### src/rtl/mmio_bus_arbiter_if.sv
`default_nettype none
// ============================================================================
// Module      : mmio_bus_arbiter_if
// Description : Signal bundle for the two-requester MMIO bus arbiter. Carries
//               both requester handshakes and the shared peripheral bus.
//               The master modport is the arbiter's view (it drives the bus);
//               the slave modport is the view of the requesters + peripheral.
// Revision    : 1.0 - initial release
// ============================================================================
interface mmio_bus_arbiter_if;

  // Requester 0 (core memory stage)
  logic        m0_req;
  logic        m0_wr;
  logic [31:0] m0_addr;
  logic [31:0] m0_wdata;
  logic        m0_gnt;
  logic        m0_done;
  logic        m0_err;
  logic [31:0] m0_rdata;

  // Requester 1 (debug / DMA port)
  logic        m1_req;
  logic        m1_wr;
  logic [31:0] m1_addr;
  logic [31:0] m1_wdata;
  logic        m1_gnt;
  logic        m1_done;
  logic        m1_err;
  logic [31:0] m1_rdata;

  // Shared MMIO bus
  logic [31:0] bus_addr;
  logic [31:0] bus_wr_data;
  logic        bus_cs;
  logic        bus_wr;
  logic        bus_rd;
  logic [31:0] bus_rd_data;
  logic        bus_ack;

  modport master (
    input  m0_req, m0_wr, m0_addr, m0_wdata,
    output m0_gnt, m0_done, m0_err, m0_rdata,
    input  m1_req, m1_wr, m1_addr, m1_wdata,
    output m1_gnt, m1_done, m1_err, m1_rdata,
    output bus_addr, bus_wr_data, bus_cs, bus_wr, bus_rd,
    input  bus_rd_data, bus_ack
  );

  modport slave (
    output m0_req, m0_wr, m0_addr, m0_wdata,
    input  m0_gnt, m0_done, m0_err, m0_rdata,
    output m1_req, m1_wr, m1_addr, m1_wdata,
    input  m1_gnt, m1_done, m1_err, m1_rdata,
    input  bus_addr, bus_wr_data, bus_cs, bus_wr, bus_rd,
    output bus_rd_data, bus_ack
  );

endinterface
`default_nettype wire

### src/rtl/mmio_bus_arbiter.sv
`default_nettype none
// ============================================================================
// Module      : mmio_bus_arbiter
// Description : Round-robin arbiter sharing one MMIO bus between the core's
//               memory stage (m0) and the debug/DMA port (m1). Each granted
//               transaction is registered onto the bus, held until the
//               peripheral acks or a bounded timeout expires, then completed
//               with a one-cycle done pulse (plus read data / error flag) to
//               the owning requester.
// Revision    : 1.0 - initial release
// ============================================================================
module mmio_bus_arbiter #(
  parameter int          TIMEOUT_CYCLES = 16,
  parameter logic [31:0] ERR_DATA       = 32'hDEADBEEF
) (
  input  logic                clk,
  input  logic                reset,
  mmio_bus_arbiter_if.master  bus
);

  // Timer is one bit wider than needed to count to TIMEOUT_CYCLES-1 so that
  // the increment on the final ACTIVE cycle can never wrap.
  localparam int                     c_TIMER_W    = $clog2(TIMEOUT_CYCLES) + 1;
  localparam logic [c_TIMER_W-1:0]   c_TIMER_LAST = c_TIMER_W'(TIMEOUT_CYCLES - 1);
  localparam logic [c_TIMER_W-1:0]   c_TIMER_ONE  = c_TIMER_W'(1);

  typedef enum logic [1:0] {
    S_IDLE   = 2'd0,
    S_ACTIVE = 2'd1,
    S_DONE   = 2'd2
  } state_t;

  state_t               r_state;
  logic                 r_prio;        // requester favoured on a tie
  logic                 r_owner;       // requester owning the current transaction
  logic                 r_wr;          // latched direction of current transaction
  logic [c_TIMER_W-1:0] r_timer;
  logic [31:0]          r_bus_addr;
  logic [31:0]          r_bus_wr_data;
  logic                 r_bus_cs;
  logic                 r_bus_wr;
  logic                 r_bus_rd;
  logic [1:0]           r_gnt;
  logic [1:0]           r_done;
  logic [1:0]           r_err;
  logic [31:0]          r_rdata0;
  logic [31:0]          r_rdata1;

  logic                 w_any_req;
  logic                 w_pick;
  logic                 w_sel_wr;
  logic [31:0]          w_sel_addr;
  logic [31:0]          w_sel_wdata;
  logic                 w_timeout;
  logic                 w_finish;
  logic                 w_cpl_err;
  logic [31:0]          w_cpl_data;

  // Request selection: a lone requester wins outright, a tie goes to r_prio.
  always_comb begin
    w_any_req   = bus.m0_req | bus.m1_req;
    w_pick      = bus.m1_req & (~bus.m0_req | r_prio);
    w_sel_wr    = w_pick ? bus.m1_wr    : bus.m0_wr;
    w_sel_addr  = w_pick ? bus.m1_addr  : bus.m0_addr;
    w_sel_wdata = w_pick ? bus.m1_wdata : bus.m0_wdata;
  end

  // Completion decode: an ack always beats a coincident timeout; writes
  // return zero data, timeouts return the error pattern.
  always_comb begin
    w_timeout  = (r_timer == c_TIMER_LAST);
    w_finish   = bus.bus_ack | w_timeout;
    w_cpl_err  = ~bus.bus_ack;
    w_cpl_data = ERR_DATA;
    if (bus.bus_ack) begin
      w_cpl_data = r_wr ? 32'd0 : bus.bus_rd_data;
    end
  end

  // Arbitration FSM with all bus and requester outputs registered.
  always_ff @(posedge clk or posedge reset) begin
    if (reset) begin
      r_state       <= S_IDLE;
      r_prio        <= 1'b0;
      r_owner       <= 1'b0;
      r_wr          <= 1'b0;
      r_timer       <= '0;
      r_bus_addr    <= 32'd0;
      r_bus_wr_data <= 32'd0;
      r_bus_cs      <= 1'b0;
      r_bus_wr      <= 1'b0;
      r_bus_rd      <= 1'b0;
      r_gnt         <= 2'b00;
      r_done        <= 2'b00;
      r_err         <= 2'b00;
      r_rdata0      <= 32'd0;
      r_rdata1      <= 32'd0;
    end else begin
      // Completion outputs are single-cycle unless re-asserted below.
      r_done   <= 2'b00;
      r_err    <= 2'b00;
      r_rdata0 <= 32'd0;
      r_rdata1 <= 32'd0;

      case (r_state)
        S_IDLE: begin
          if (w_any_req) begin
            r_state       <= S_ACTIVE;
            r_owner       <= w_pick;
            r_wr          <= w_sel_wr;
            r_bus_addr    <= w_sel_addr;
            r_bus_wr_data <= w_sel_wdata;
            r_timer       <= '0;
            r_bus_cs      <= 1'b1;
            r_bus_wr      <= w_sel_wr;
            r_bus_rd      <= ~w_sel_wr;
            r_gnt         <= w_pick ? 2'b10 : 2'b01;
          end
        end

        S_ACTIVE: begin
          r_timer <= r_timer + c_TIMER_ONE;
          if (w_finish) begin
            r_state  <= S_DONE;
            r_bus_cs <= 1'b0;
            r_bus_wr <= 1'b0;
            r_bus_rd <= 1'b0;
            r_done   <= r_owner ? 2'b10 : 2'b01;
            r_err    <= r_owner ? {w_cpl_err, 1'b0} : {1'b0, w_cpl_err};
            if (r_owner) begin
              r_rdata1 <= w_cpl_data;
            end else begin
              r_rdata0 <= w_cpl_data;
            end
          end
        end

        S_DONE: begin
          // Hand the tie-break to the requester that did not just finish.
          r_state <= S_IDLE;
          r_prio  <= ~r_owner;
          r_gnt   <= 2'b00;
        end

        default: begin
          r_state <= S_IDLE;
        end
      endcase
    end
  end

  assign bus.bus_addr    = r_bus_addr;
  assign bus.bus_wr_data = r_bus_wr_data;
  assign bus.bus_cs      = r_bus_cs;
  assign bus.bus_wr      = r_bus_wr;
  assign bus.bus_rd      = r_bus_rd;

  assign bus.m0_gnt   = r_gnt[0];
  assign bus.m0_done  = r_done[0];
  assign bus.m0_err   = r_err[0];
  assign bus.m0_rdata = r_rdata0;

  assign bus.m1_gnt   = r_gnt[1];
  assign bus.m1_done  = r_done[1];
  assign bus.m1_err   = r_err[1];
  assign bus.m1_rdata = r_rdata1;

endmodule
`default_nettype wire
### src/flat_wrapper.sv
// flat-port wrapper written by rule: the top's interface ports become plain ports
module mmio_bus_arbiter_flat 
#(
  parameter int          TIMEOUT_CYCLES = 16,
  parameter logic [31:0] ERR_DATA       = 32'hDEADBEEF
)
  (clk, reset, bus_m0_req, bus_m0_wr, bus_m0_addr, bus_m0_wdata, bus_m0_gnt, bus_m0_done, bus_m0_err, bus_m0_rdata, bus_m1_req, bus_m1_wr, bus_m1_addr, bus_m1_wdata, bus_m1_gnt, bus_m1_done, bus_m1_err, bus_m1_rdata, bus_bus_addr, bus_bus_wr_data, bus_bus_cs, bus_bus_wr, bus_bus_rd, bus_bus_rd_data, bus_bus_ack);
  mmio_bus_arbiter_if bus_i ();
  input  logic clk;
  input  logic reset;
  input wire logic [$bits(bus_i.m0_req)-1:0] bus_m0_req;
  input wire logic [$bits(bus_i.m0_wr)-1:0] bus_m0_wr;
  input wire logic [$bits(bus_i.m0_addr)-1:0] bus_m0_addr;
  input wire logic [$bits(bus_i.m0_wdata)-1:0] bus_m0_wdata;
  output wire logic [$bits(bus_i.m0_gnt)-1:0] bus_m0_gnt;
  output wire logic [$bits(bus_i.m0_done)-1:0] bus_m0_done;
  output wire logic [$bits(bus_i.m0_err)-1:0] bus_m0_err;
  output wire logic [$bits(bus_i.m0_rdata)-1:0] bus_m0_rdata;
  input wire logic [$bits(bus_i.m1_req)-1:0] bus_m1_req;
  input wire logic [$bits(bus_i.m1_wr)-1:0] bus_m1_wr;
  input wire logic [$bits(bus_i.m1_addr)-1:0] bus_m1_addr;
  input wire logic [$bits(bus_i.m1_wdata)-1:0] bus_m1_wdata;
  output wire logic [$bits(bus_i.m1_gnt)-1:0] bus_m1_gnt;
  output wire logic [$bits(bus_i.m1_done)-1:0] bus_m1_done;
  output wire logic [$bits(bus_i.m1_err)-1:0] bus_m1_err;
  output wire logic [$bits(bus_i.m1_rdata)-1:0] bus_m1_rdata;
  output wire logic [$bits(bus_i.bus_addr)-1:0] bus_bus_addr;
  output wire logic [$bits(bus_i.bus_wr_data)-1:0] bus_bus_wr_data;
  output wire logic [$bits(bus_i.bus_cs)-1:0] bus_bus_cs;
  output wire logic [$bits(bus_i.bus_wr)-1:0] bus_bus_wr;
  output wire logic [$bits(bus_i.bus_rd)-1:0] bus_bus_rd;
  input wire logic [$bits(bus_i.bus_rd_data)-1:0] bus_bus_rd_data;
  input wire logic [$bits(bus_i.bus_ack)-1:0] bus_bus_ack;
  assign bus_i.m0_req = bus_m0_req;
  assign bus_i.m0_wr = bus_m0_wr;
  assign bus_i.m0_addr = bus_m0_addr;
  assign bus_i.m0_wdata = bus_m0_wdata;
  assign bus_m0_gnt = bus_i.m0_gnt;
  assign bus_m0_done = bus_i.m0_done;
  assign bus_m0_err = bus_i.m0_err;
  assign bus_m0_rdata = bus_i.m0_rdata;
  assign bus_i.m1_req = bus_m1_req;
  assign bus_i.m1_wr = bus_m1_wr;
  assign bus_i.m1_addr = bus_m1_addr;
  assign bus_i.m1_wdata = bus_m1_wdata;
  assign bus_m1_gnt = bus_i.m1_gnt;
  assign bus_m1_done = bus_i.m1_done;
  assign bus_m1_err = bus_i.m1_err;
  assign bus_m1_rdata = bus_i.m1_rdata;
  assign bus_bus_addr = bus_i.bus_addr;
  assign bus_bus_wr_data = bus_i.bus_wr_data;
  assign bus_bus_cs = bus_i.bus_cs;
  assign bus_bus_wr = bus_i.bus_wr;
  assign bus_bus_rd = bus_i.bus_rd;
  assign bus_i.bus_rd_data = bus_bus_rd_data;
  assign bus_i.bus_ack = bus_bus_ack;
  mmio_bus_arbiter #(.TIMEOUT_CYCLES(TIMEOUT_CYCLES), .ERR_DATA(ERR_DATA)) u_core (.clk(clk), .reset(reset), .bus(bus_i));
endmodule
### config.mk
export PLATFORM = sky130hd
export DESIGN_NAME = mmio_bus_arbiter_flat
export DESIGN_NICKNAME = d
export VERILOG_FILES = /design/src/rtl/mmio_bus_arbiter_if.sv /design/src/rtl/mmio_bus_arbiter.sv /design/src/flat_wrapper.sv
export SDC_FILE = /design/constraint.sdc
export NUM_CORES = 1
export LEC_CHECK = 0
export CAP_MARGIN = 20
export CORE_MARGIN = 2
export CORE_UTILIZATION = 42
export DETAILED_ROUTE_END_ITERATION = 7
export PLACE_DENSITY_LB_ADDON = 0.08
export SLEW_MARGIN = 20
export SYNTH_ARGS = -nofsm -noshare
export SYNTH_HDL_FRONTEND = slang
export SYNTH_SLANG_ARGS = --single-unit
### constraint.sdc
create_clock -name clk -period 8.9 [get_ports clk]
set_input_delay 2.67 -clock clk [delete_from_list [all_inputs] [get_ports clk]]
set_output_delay 2.67 -clock clk [all_outputs]
set_load 0.1 [all_outputs]
==> results.cfg <==
[outcome]
status = complete, no violations

[pwr]
intPower_uw = 1910
power_leakage_uw = 0.00430
pwr-share-comb_pct = 58.7
switchingPower_uw = 2240
swShare_pct = 53.9
seq_power_share_pct = 24.1
irDropWorstVdd_uv = 297
power.density_nw_per_um2 = 439
clockPowerShare_pct = 17.1

[logic_synthesis]
syn-cell-area_sq_um = 5740
synth_cells = 470
ys.warnings.count = 0
synth_seq_cells = 147
syn_area_per_cell_sq_um = 12.2
synth.distinct_cells = 35
synthesis.nets = 639
ys_seq_area_share_pct = 64.1

[setup_path]
worst-path-buf-inv = 1
crit_start = u_core.bus.bus_wr_data[21]
worstPathArrival_ns = 1.97
worstSetupPathDepth = 1
reg2reg_depth = 5
critPathKind = reg2out
required_ns = 6.23
worstPathMaxFanout = 2
worstReg2RegStart = u_core.r_state[0]
crit_family = buffers and inverters
cpPeakStageDelay_ns = 1.19
crit_path_start_kind = flop
slowest_stage = clkdlybuf4s50_1
path_cells = clkdlybuf4s50_1
end_kind = primary output

[timing]
setup_viol = 0
clock_skew_ns = 0.0104
fmax_mhz = 216
fin_ws_ns = 4.26
fin_crit_sh_pct = 52.1
rsz0062_at_grt = no
worst_pin_slew_ns = 1.05
slew_headroom_pct = 29.5
slew_violations = 0
finalSetupTns_ns = 0
holdWs_ns = 0.467
min_period_ns = 4.64
hold_viol = 0

[placed_design]
place.gp.congestion = 0.801
pre_cts_ws_ns = 4.02
dp_hpwl_microns = 12400
port_buffers = 303

[routing]
viasPerCell = 5.28
dr.pass1.iters = 4
ant_nets = 0
drt_iter0_markers = 309
wl_microns = 18000
drcViolationCount = 0
avgRoutedWirePerCell_microns = 19.1
num_vias = 4998

[clock_tree]
cts_resized = 0
cts_num_sinks = 147
cts_root_buf = clkbuf_16
clock_path_buffers = 2
clock_latency_ns = 0.41
cts_tree = done
holdBufCountCts = 0
path_clk_slew_ns = 0.06
cts_made_buffers = 17
h-tree-depth = 4
post_cts.repair.setup_buffers = 0

[worst_hold_path]
min_path_cells = 1
min_from = u_core.r_timer[3]
hold_class = reg2reg

[cells_and_area]
n_antenna_cell = 0
area_delta_synth_final_pct = 64.8
drive_gt1_share_pct = 6.10
nNetsFinal = 926

[floorplan]
ios = 304
rows = 42
die_h_microns = 121
die_area_sq_um = 14600
fp.coreArea_sq_um = 13300
initial_core_util_pct = 43.2
dieWidth_microns = 121

[flow_run]
drv_cap = 0

[global_routing]
grt_overflow_total = 0
grt_start_max_net_pins = 79
grt_antenna_before_repair = 0
grt_pass1_vias = 5351
grt_first_pass_wirelength_microns = 28000
grt_usage_pct = 24.8
power groups by stage:
stage / Combinational [uW] / Sequential [uW] / Clock, uW
finish: 2440 / 1000 / 711
global route: 2520 / 1020 / 751
CTS: 2450 / 1000 / 721
detailed placement: 2450 / 1000 / 0
global placement: 2410 / 1000 / 0
floorplan: 452 / 2370 / 0
synthesized netlist by cell type:
master     instances  area (sq um)
dfrtp_1          147          3680
nor2_1            71           267
and3_1            66           413
a221o_1           64           641
a21boi_0          24           180
clkbuf_1          17          63.8
buf_2             16          80.1
nand2_1           13          48.8
o21ai_0            9          45.0
buf_6              6          67.6
inv_1              5          18.8
nand2b_1           4          25.0
a22oi_1            2          15.0
ha_1               2          25.0
nor2_2             2          12.5
nor2b_1            2          12.5
or2_2              2          12.5
a21bo_2            1          10.0
a21boi_1           1          7.51
a21o_1             1          7.51
a311oi_1           1          8.76
a32o_1             1          10.0
buf_1              1          3.75
buf_4              1          7.51
clkbuf_2           1          5.00
mux2i_1            1          10.0
nand3_1            1          5.00
nand3b_1           1          7.51
nand4_1            1          6.26
o211ai_1           1          7.51
o21ai_2            1          8.76
o22ai_1            1          6.26
o2bb2ai_1          1          8.76
or3_1              1          6.26
xnor2_1            1          8.76
final cells by class:
type	count	area, sq um
clock inverters	11	129
clock buffers	21	460
repair buffers	310	3110
inverters	5	23.8
fillers	981	3840
flip-flops and latches	147	3680
multi-input cells	276	1840
well taps	176	220
flip-flops by register name, summed over array words and instances, names as in the netlist:
register	cells
u_core.bus.m0_rdata	32
u_core.r_done	2
u_core.bus.bus_rd	1
u_core.bus.bus_wr_data	32
u_core.bus.m1_rdata	32
u_core.r_state	2
u_core.bus.bus_wr	1
u_core.r_err	2
u_core.bus.bus_addr	32
u_core.r_owner	1
u_core.r_timer	5
u_core.bus.bus_cs	1
u_core.r_prio	1
u_core.r_wr	1
u_core.r_gnt	2
cells in the final DEF, fill, tap and decap left out, drive strengths merged, types with 2 or more instances in the layout:
cell type | netlist | layout
a21boi | 25 | 25
a221o | 64 | 64
a22oi | 2 | 2
and3 | 66 | 66
buf | 24 | 7
bufinv | 0 | 2
clkbuf | 18 | 21
clkdlybuf4s50 | 0 | 303
clkinv | 0 | 3
clkinvlp | 0 | 5
dfrtp | 147 | 147
ha | 2 | 2
inv | 5 | 6
nand2 | 13 | 13
nand2b | 4 | 4
nor2 | 73 | 73
nor2b | 2 | 2
o21ai | 10 | 10
or2 | 2 | 2
path summary, 6_finish.rpt:
path	slack (ns)	to
hold reg to reg	0.47	u_core.r_timer[3]
max in group asynchronous	4.78	u_core.bus.bus_wr
hold / removal	0.47	u_core.r_timer[3]
setup reg to reg	6.44	u_core.bus.bus_addr[8]
setup / recovery	4.26	bus_bus_wr_data[21]
min in group asynchronous	2.74	u_core.bus.bus_wr_data[15]
worst register-to-register path, delay by kind of cell (launching register included):
kind	cells	cell delay, ns
DFF	1	0.47
buffers and inverters	2	0.80
AOI/OAI and AO/OA	1	0.36
and+or+nand+nor	2	0.77
routing by layer:
layer	wire (microns)	GRT usage (%)	vias to the layer above
met2	8990	42.0	246
li1	-	-	2283
met5	0	0	-
met1	6870	29.1	2430
met4	620	10.2	0
met3	1550	8.08	39
through the flow:
step	instance area, sq um	instances	total power, uW	util [%]
2_1_floorplan	5740	470	2820	-
5_1_grt	9460	946	4300	71.1
4_1_cts	9460	946	4170	71.1
3_3_place_gp	8840	913	3410	66.5
6_report	9460	946	4150	71.1
3_5_place_dp	8870	914	3450	66.7
logic make-up after synthesis:
family	synth area share, %
AND/OR/NAND/NOR	14.2
flip-flops	64.1
AO/OA/AOI/OAI	16.7
buffers and inverters	4.29
adder cells (fa/ha/maj)	0.436
XOR/XNOR	0.153
multiplexers	0.174
(Power assumes the default switching activity.)
